[config.mk]
export PLATFORM = sky130hd
export DESIGN_NAME = seq_mul_param_flat
export DESIGN_NICKNAME = d
export VERILOG_FILES = /design/src/rtl/seq_mul_param_if.sv /design/src/rtl/seq_mul_param.sv /design/src/flat_wrapper.sv
export SDC_FILE = /design/constraint.sdc
export NUM_CORES = 1
export LEC_CHECK = 0
export ABC_CLOCK_PERIOD_IN_PS = 1880
export BUFFER_PORTS_ARGS = -buffer_cell sky130_fd_sc_hd__buf_2
export CORE_UTILIZATION = 52
export DETAILED_ROUTE_END_ITERATION = 7
export GPL_TIMING_DRIVEN = 0
export HOLD_SLACK_MARGIN = 0.15
export MAX_ROUTING_LAYER = met4
export PLACE_DENSITY = 0.76
export SLEW_MARGIN = 20
export SYNTH_ARGS = -nofsm -noshare
export SYNTH_HDL_FRONTEND = slang
export SYNTH_SLANG_ARGS = --single-unit
[constraint.sdc]
create_clock -name clk -period 1.88 [get_ports clk]
set_input_delay 0.094 -clock clk [delete_from_list [all_inputs] [get_ports clk]]
set_output_delay 0.094 -clock clk [all_outputs]
set_load 0.02 [all_outputs]
[src/rtl/seq_mul_param_if.sv]
// Handshake/operand bundle for seq_mul_param: requester drives start and
// operands, the multiplier returns busy, done and the registered product.
interface seq_mul_param_if #(
  parameter int WIDTH = 8
);
  logic                   start;
  logic                   signed_mode;
  logic [WIDTH-1:0]       a;
  logic [WIDTH-1:0]       b;
  logic                   busy;
  logic                   done;
  logic [2*WIDTH-1:0]     prod;

  modport master (
    output start, signed_mode, a, b,
    input  busy, done, prod
  );

  modport slave (
    input  start, signed_mode, a, b,
    output busy, done, prod
  );
endinterface

[src/rtl/seq_mul_param.sv]
// Sequential shift-add multiplier: magnitudes are multiplied unsigned over
// WIDTH cycles, then the sign is applied once in FIX. Fixed WIDTH+2 latency.
module seq_mul_param #(
  parameter int WIDTH     = 8,
  parameter bit SIGNED_EN = 1'b1
) (
  input  logic            clk,
  input  logic            reset,
  seq_mul_param_if.slave  bus
);

  localparam int CW = $clog2(WIDTH);

  typedef enum logic [1:0] {
    IDLE,
    CALC,
    FIX,
    DONE
  } state_t;

  state_t              state;
  state_t              state_next;
  logic [CW-1:0]       count;
  logic [WIDTH-1:0]    mcand;
  logic [2*WIDTH-1:0]  acc;
  logic                neg;
  logic [2*WIDTH-1:0]  prod_q;

  logic                sm;
  logic [WIDTH-1:0]    abs_a;
  logic [WIDTH-1:0]    abs_b;
  logic [WIDTH:0]      sum;
  logic                last;

  assign sm    = bus.signed_mode & SIGNED_EN;
  assign abs_a = (sm && bus.a[WIDTH-1]) ? -bus.a : bus.a;
  assign abs_b = (sm && bus.b[WIDTH-1]) ? -bus.b : bus.b;
  assign last  = (count == CW'(WIDTH - 1));

  // The add carry lives only in sum; it is shifted straight into the top of
  // the accumulator, so no separate carry flop is needed between cycles.
  assign sum = {1'b0, acc[2*WIDTH-1:WIDTH]} + (acc[0] ? {1'b0, mcand} : '0);

  always_ff @(posedge clk) begin
    if (!reset) begin
      state <= IDLE;
    end else begin
      state <= state_next;
    end
  end

  always_comb begin
    state_next = state;
    unique case (state)
      IDLE:    if (bus.start) state_next = CALC;
      CALC:    if (last)      state_next = FIX;
      FIX:     state_next = DONE;
      DONE:    state_next = IDLE;
      default: state_next = IDLE;
    endcase
  end

  always_ff @(posedge clk) begin
    if (!reset) begin
      count  <= '0;
      mcand  <= '0;
      acc    <= '0;
      neg    <= 1'b0;
      prod_q <= '0;
    end else begin
      unique case (state)
        IDLE: begin
          if (bus.start) begin
            neg   <= sm & (bus.a[WIDTH-1] ^ bus.b[WIDTH-1]);
            mcand <= abs_a;
            acc   <= {{WIDTH{1'b0}}, abs_b};
            count <= '0;
          end
        end
        CALC: begin
          acc   <= {sum, acc[WIDTH-1:1]};
          count <= count + 1'b1;
        end
        FIX: begin
          prod_q <= neg ? -acc : acc;
        end
        default: begin
        end
      endcase
    end
  end

  assign bus.busy = (state == CALC) || (state == FIX);
  assign bus.done = (state == DONE);
  assign bus.prod = prod_q;

endmodule

[src/flat_wrapper.sv]
// flat-port wrapper written by rule: the top's interface ports become plain ports
module seq_mul_param_flat 
#(
  parameter int WIDTH     = 8,
  parameter bit SIGNED_EN = 1'b1
)
  (clk, reset, bus_start, bus_signed_mode, bus_a, bus_b, bus_busy, bus_done, bus_prod);
  seq_mul_param_if #(.WIDTH(WIDTH)) bus_i ();
  input  logic clk;
  input  logic reset;
  input wire logic [$bits(bus_i.start)-1:0] bus_start;
  input wire logic [$bits(bus_i.signed_mode)-1:0] bus_signed_mode;
  input wire logic [$bits(bus_i.a)-1:0] bus_a;
  input wire logic [$bits(bus_i.b)-1:0] bus_b;
  output wire logic [$bits(bus_i.busy)-1:0] bus_busy;
  output wire logic [$bits(bus_i.done)-1:0] bus_done;
  output wire logic [$bits(bus_i.prod)-1:0] bus_prod;
  assign bus_i.start = bus_start;
  assign bus_i.signed_mode = bus_signed_mode;
  assign bus_i.a = bus_a;
  assign bus_i.b = bus_b;
  assign bus_busy = bus_i.busy;
  assign bus_done = bus_i.done;
  assign bus_prod = bus_i.prod;
  seq_mul_param #(.WIDTH(WIDTH), .SIGNED_EN(SIGNED_EN)) u_core (.clk(clk), .reset(reset), .bus(bus_i));
endmodule
# Yosys cells after proc, flatten, opt, wreduce, memory -nomap -nowiden
# Cells that the tools add are included.
[totals] regBits=46
[op_classes] add_sub_neg=5 n_eq_ne=6 mux=11 bitwise=2 n_reduce_logical=8
[ops] op="two-way mux 16 bit" count=2
[ops] op="one-hot mux 16 bit (2 select lines)" count=1
[ops] op="two-way mux 8 bit" count=3
[ops] op="negator 16 bit" count=1
[ops] op="negator 8 bit" count=2
[ops] op="adder 8 x 9 -> 9 bit" count=1
[ops] op="one-hot mux 2 bit (4 select lines)" count=1
[ops] op="one-hot mux 3 bit (2 select lines)" count=1
[ops] op="AND reduction 2 bit" count=3
[ops] op="== test 2 bit (second input constant)" count=2
[ops] op="two-way mux 2 bit" count=2
[ops] op="adder 3 x 1 -> 3 bit (second input constant)" count=1
[ops] op="== test 3 bit (second input constant)" count=1
[ops] op="two-way mux 3 bit" count=1
[ops] op="== test 2 x 1 -> 1 bit (second input constant)" count=1
[ops] op="logical AND 1 bit" count=2
[ops] op="zero test 2 bit" count=1
[ops] op="!= test 2 x 1 -> 1 bit (second input constant)" count=1
[ops] op="!= test 2 bit (second input constant)" count=1
[ops] op="nonzero test 2 bit" count=1
[ops] op="AND 1 bit" count=1
[ops] op="logical OR 1 bit" count=1
[ops] op="XOR 1 bit" count=1

# Depth between registers and ports, before layout
[logic_depth] ltp_word=4 depth_mapped=9 depth_no_buf=8

# Worst setup path before layout
# Ideal clock, no wire load.
[synth_path] kind="flip-flop to flip-flop" from="register u_core.acc[0]" to="register u_core.acc[15]" arrival_time_ns=1.885 t_required_ns=1.748 slack_ns=-0.137 stages_incl_launch_ff=10 period_less_slack_ns=2.017 cell_sequence="dfxtp_1 > clkbuf_1 > and2_1 > ha_1 > fa_1 > a21oi_1 > o21a_1 > o21ai_1 > a221oi_1 > nor3_1"
[synth_via] elab_chain_cells=3
[synth_lines] element="from (decl)" line_no="seq_mul_param.sv:25" source="logic [2*WIDTH-1:0] acc;"
[synth_lines] element="from (signal assigned)" line_no="seq_mul_param.sv:76" source="acc <= {{WIDTH{1'b0}}, abs_b};"
[synth_lines] element="from (signal assigned)" line_no="seq_mul_param.sv:81" source="acc <= {sum, acc[WIDTH-1:1]};"
[synth_lines] element="two-way mux 8 bit" line_no="seq_mul_param.sv:42" source="assign sum = {1'b0, acc[2*WIDTH-1:WIDTH]} + (acc[0] ? {1'b0, mcand} : '0);"
[synth_lines] element="adder 8 x 9 -> 9 bit" line_no="seq_mul_param.sv:42"
[synth_lines] element="one-hot mux 16 bit (2 select lines)" line_no="seq_mul_param.sv:71" source="unique case (state)"
# Every way passes these cells.
# A chain may end at the register's enable or synchronous reset.

# Final worst setup path
# Ends and elaborated chain as after synthesis.

==> run metrics <==
Cell Rows=26; Final Wtd Congestion=a little over 0.9; Fmax=about 0.53 GHz; dpl hpwl=approximately 4900 µm; Pre-antenna DRT Iters=4; CTS root buffer=clkbuf_8; critical path startpoint category=flop; syn avg cell area=between 8 and 9 µm²; FF-to-FF setup slack=roughly 0.0013 ns; met3 WL=between 300 and 400 µm; Hold Path Depth=4; Critical Path Fanout Max=6; R2R Path Start=u_core.acc[0]; Sink Count=46; Critical Path, Cell by Cell=and2_4 > ha_4 > fa_2 > a21oi_2 > o21a_1 > o21ai_1 > a221oi_2 > nor3_1; FF/Latch Area=~920 µm²; vias post-DR=between 2,000 and 3,000; share of the synthesized area in the top cell type=0.336; Final Hold Vio Count=0; number of port buffers=36; post-route ant nets=0; # setup viols final=0; HP Start=bus_start; Tot GR Track Use=0.269; Mapped Area=between 0.002 and 0.003 mm²; Mapped Cells=between 300 and 400; global route overflow=0; clock-pin slew on the worst setup and hold paths=roughly 0.090 ns; WP data arrival=between 2 and 2.5 ns; vias per std cell=~5.6; Netlist cell types=between 40 and 50; Setup CP Type=reg -> reg; Ports=38; DR iter-0 viols=121; number of fill cells=between 400 and 500; Worst slew margin=0.573; met2 WL post-DR=~3300 µm; Die Wd=between 70 and 80 µm; Final Cell Area=between 0.003 and 0.004 mm²; period utilization=0.999; clock buffer depth=2; n_diodes=0; Final Skew=~0.013 ns; Routed wire per std cell=approximately 14 µm; largest net degree at the start of global routing=16; Critical R2R Capture=u_core.acc[15]; crit path from=u_core.acc[0]; M1 wire length=~2900 µm; Total Die Area=roughly 0.0056 mm²; cts bufs inserted=5; largest area contributor in the netlist=dfxtp_1; Syn Nets=between 300 and 400; worst slew pin tran=~0.64 ns; layout cell share with drive strength beyond 1=0.205; H-tree Lvls=2; status=completed; core area=roughly 0.0051 mm²; antenna violations before repair=0; Max Transition Viols Final=0; drt total wl=about 6600 µm; R2R depth=8; power density cells=about 1300 mW/mm²; Initial Util=0.539; Post-synth EDFFs=0; dpl cell area=around 0.0030 mm²; HP Class=in -> reg; YS warnings=0; Clock Latency Late Sink=0.31 ns; minimum clock period=~1.9 ns; Multi-input gate area=between 0.0015 and 0.002 mm²; DRC=0; main area contributors after synthesis=dfxtp_1, ha_1, nor2_1; Required @ worst endpoint=slightly above 2 ns; unrepaired setup endpoints after global routing=yes; Seq cells post-synth=46; NumNets Final=around 430; Post-synth top flop=dfxtp_1; DIE HEIGHT=74.6 µm; Setup crit end kind=flop; number of global-route vias before repair=2,430; first-pass GRT wire length=roughly 11,000 µm; CTS tree=yes; area growth from synthesis to layout=21.1%; Pleak=between 1 and 1.5 nW; max-cap check violation count=0; Design Power=roughly 0.0043 W; endpoint of the worst hold path=u_core.neg; Seq/Total Area, Yosys=0.336; Highest Signal Layer=met4; Max rail drop VDD=between 0.0008 and 0.0009 V; Critical Path Slowest Stage Cell=dfxtp_4; ys async rst share=0; Worst path max stage delay=~0.37 ns
## Yosys cell counts, types with 11 or more instances
master    count
nand3_1      12
inv_1        11
nor3_1       12
dfxtp_1      46
ha_1         17
nor2_1       34
a21oi_1      22
o21ai_0      11
xor2_1       13
clkbuf_1     18
nand2_1      22
## placed cells by master, fill, tap and decap left out, types with 3 or more instances in the layout
| cell type | netlist | routed |
|---|---|---|
| dfxtp_1 | 46 | 45 |
| clkbuf_1 | 18 | 10 |
| o21ai_1 | 9 | 8 |
| nor2_1 | 34 | 34 |
| nor2b_1 | 3 | 3 |
| ha_1 | 17 | 14 |
| buf_4 | 0 | 4 |
| a21oi_1 | 22 | 20 |
| and2_1 | 10 | 9 |
| a311oi_1 | 5 | 5 |
| nand3_1 | 12 | 12 |
| buf_2 | 1 | 37 |
| nand2_1 | 22 | 21 |
| inv_1 | 11 | 11 |
| a211oi_1 | 10 | 10 |
| clkbuf_8 | 0 | 5 |
| clkbuf_2 | 0 | 7 |
| nor3_1 | 12 | 12 |
| dlygate4sd3_1 | 0 | 10 |
| inv_2 | 3 | 3 |
| or3_1 | 7 | 7 |
| xor2_1 | 13 | 13 |
| a31oi_1 | 8 | 8 |
| a22oi_1 | 5 | 5 |
| o21a_1 | 5 | 5 |
| mux2i_1 | 7 | 7 |
| o41ai_1 | 3 | 3 |
| xnor2_1 | 10 | 10 |
| o21ai_0 | 11 | 11 |
## critical path: cells and delay by family (launching register included)
kind                       cells  cell delay (ns)
DFF                            1             0.37
and+or+nand+nor                2             0.24
adders and majority gates      2             0.49
AOI/OAI and AO/OA              4             0.64
## per-stage QoR
| stage | cells | hold WS (ns) | TNS, ns | utilization | setup slack [ns] |
|---|---|---|---|---|---|
| global placement | 438 | 0.373 | -0.523 | 0.599 | -0.184 |
| floorplan | 332 | 0.230 | -0.0231 | - | -0.0231 |
| CTS | 460 | 0.153 | 0 | 0.643 | 0.00341 |
| detailed placement | 438 | 0.381 | -1.16 | 0.599 | -0.351 |
| finish | 460 | 0.158 | 0 | 0.653 | 0.00126 |
| global route | 460 | 0.172 | -0.167 | 0.653 | -0.0871 |
## power by group
| group | internal, W | switching (W) | total (W) |
|---|---|---|---|
| Combinational | 0.000861 | 0.00140 | 0.00226 |
| Sequential | 0.00124 | 0.000208 | 0.00145 |
| Clock | 0.000262 | 0.000353 | 0.000614 |
## sequential cells by signal, summed over array words and instances, names as in the netlist
register	count
u_core.neg	1
u_core.state	2
u_core.count	3
u_core.acc	16
u_core.bus.prod	16
u_core.mcand	8
## worst max path at each step
stage                     cells after the start  slack, ns              to
final                                         8      0.001  u_core.acc[15]
after global routing                          8      -0.09  u_core.acc[15]
after CTS                                     8      0.003  u_core.acc[15]
after detailed placement                      7      -0.35   u_core.acc[4]
after global placement                        7      -0.18   u_core.acc[4]
after floorplan                               9      -0.02  u_core.acc[15]
## layer usage
metal,global-route usage,vias to the layer above
li1,-,1314
met1,0.312,1180
met2,0.482,74
met3,0.0407,7
met4,0.0692,0
met5,-,-
## area by class of cell
type | count | area share
clock inverter | 3 | 0.00642
clock buffer | 5 | 0.0208
multi-input combinational | 252 | 0.529
tap | 70 | 0.0264
timing repair buffer | 51 | 0.0951
inverter | 14 | 0.0158
sequential | 46 | 0.279
buffer | 19 | 0.0275
## kinds of logic after synthesis
group / after synthesis / share of synthesized area
simple gates: 110 / 0.202
compound gates: 94 / 0.228
flops: 46 / 0.336
buf+inv: 34 / 0.0498
xor+xnor: 23 / 0.0736
fa+ha+maj: 18 / 0.0850
mux: 7 / 0.0256
## timing repair
item,in CTS,in global routing
hold buffers,10,0
gates resized for setup,6,21
pin swaps,6,3
setup buffers,5,0
setup endpoints to repair,10,38
hold endpoints to repair,9,0
Note: power is estimated with default switching activity, not from simulation.
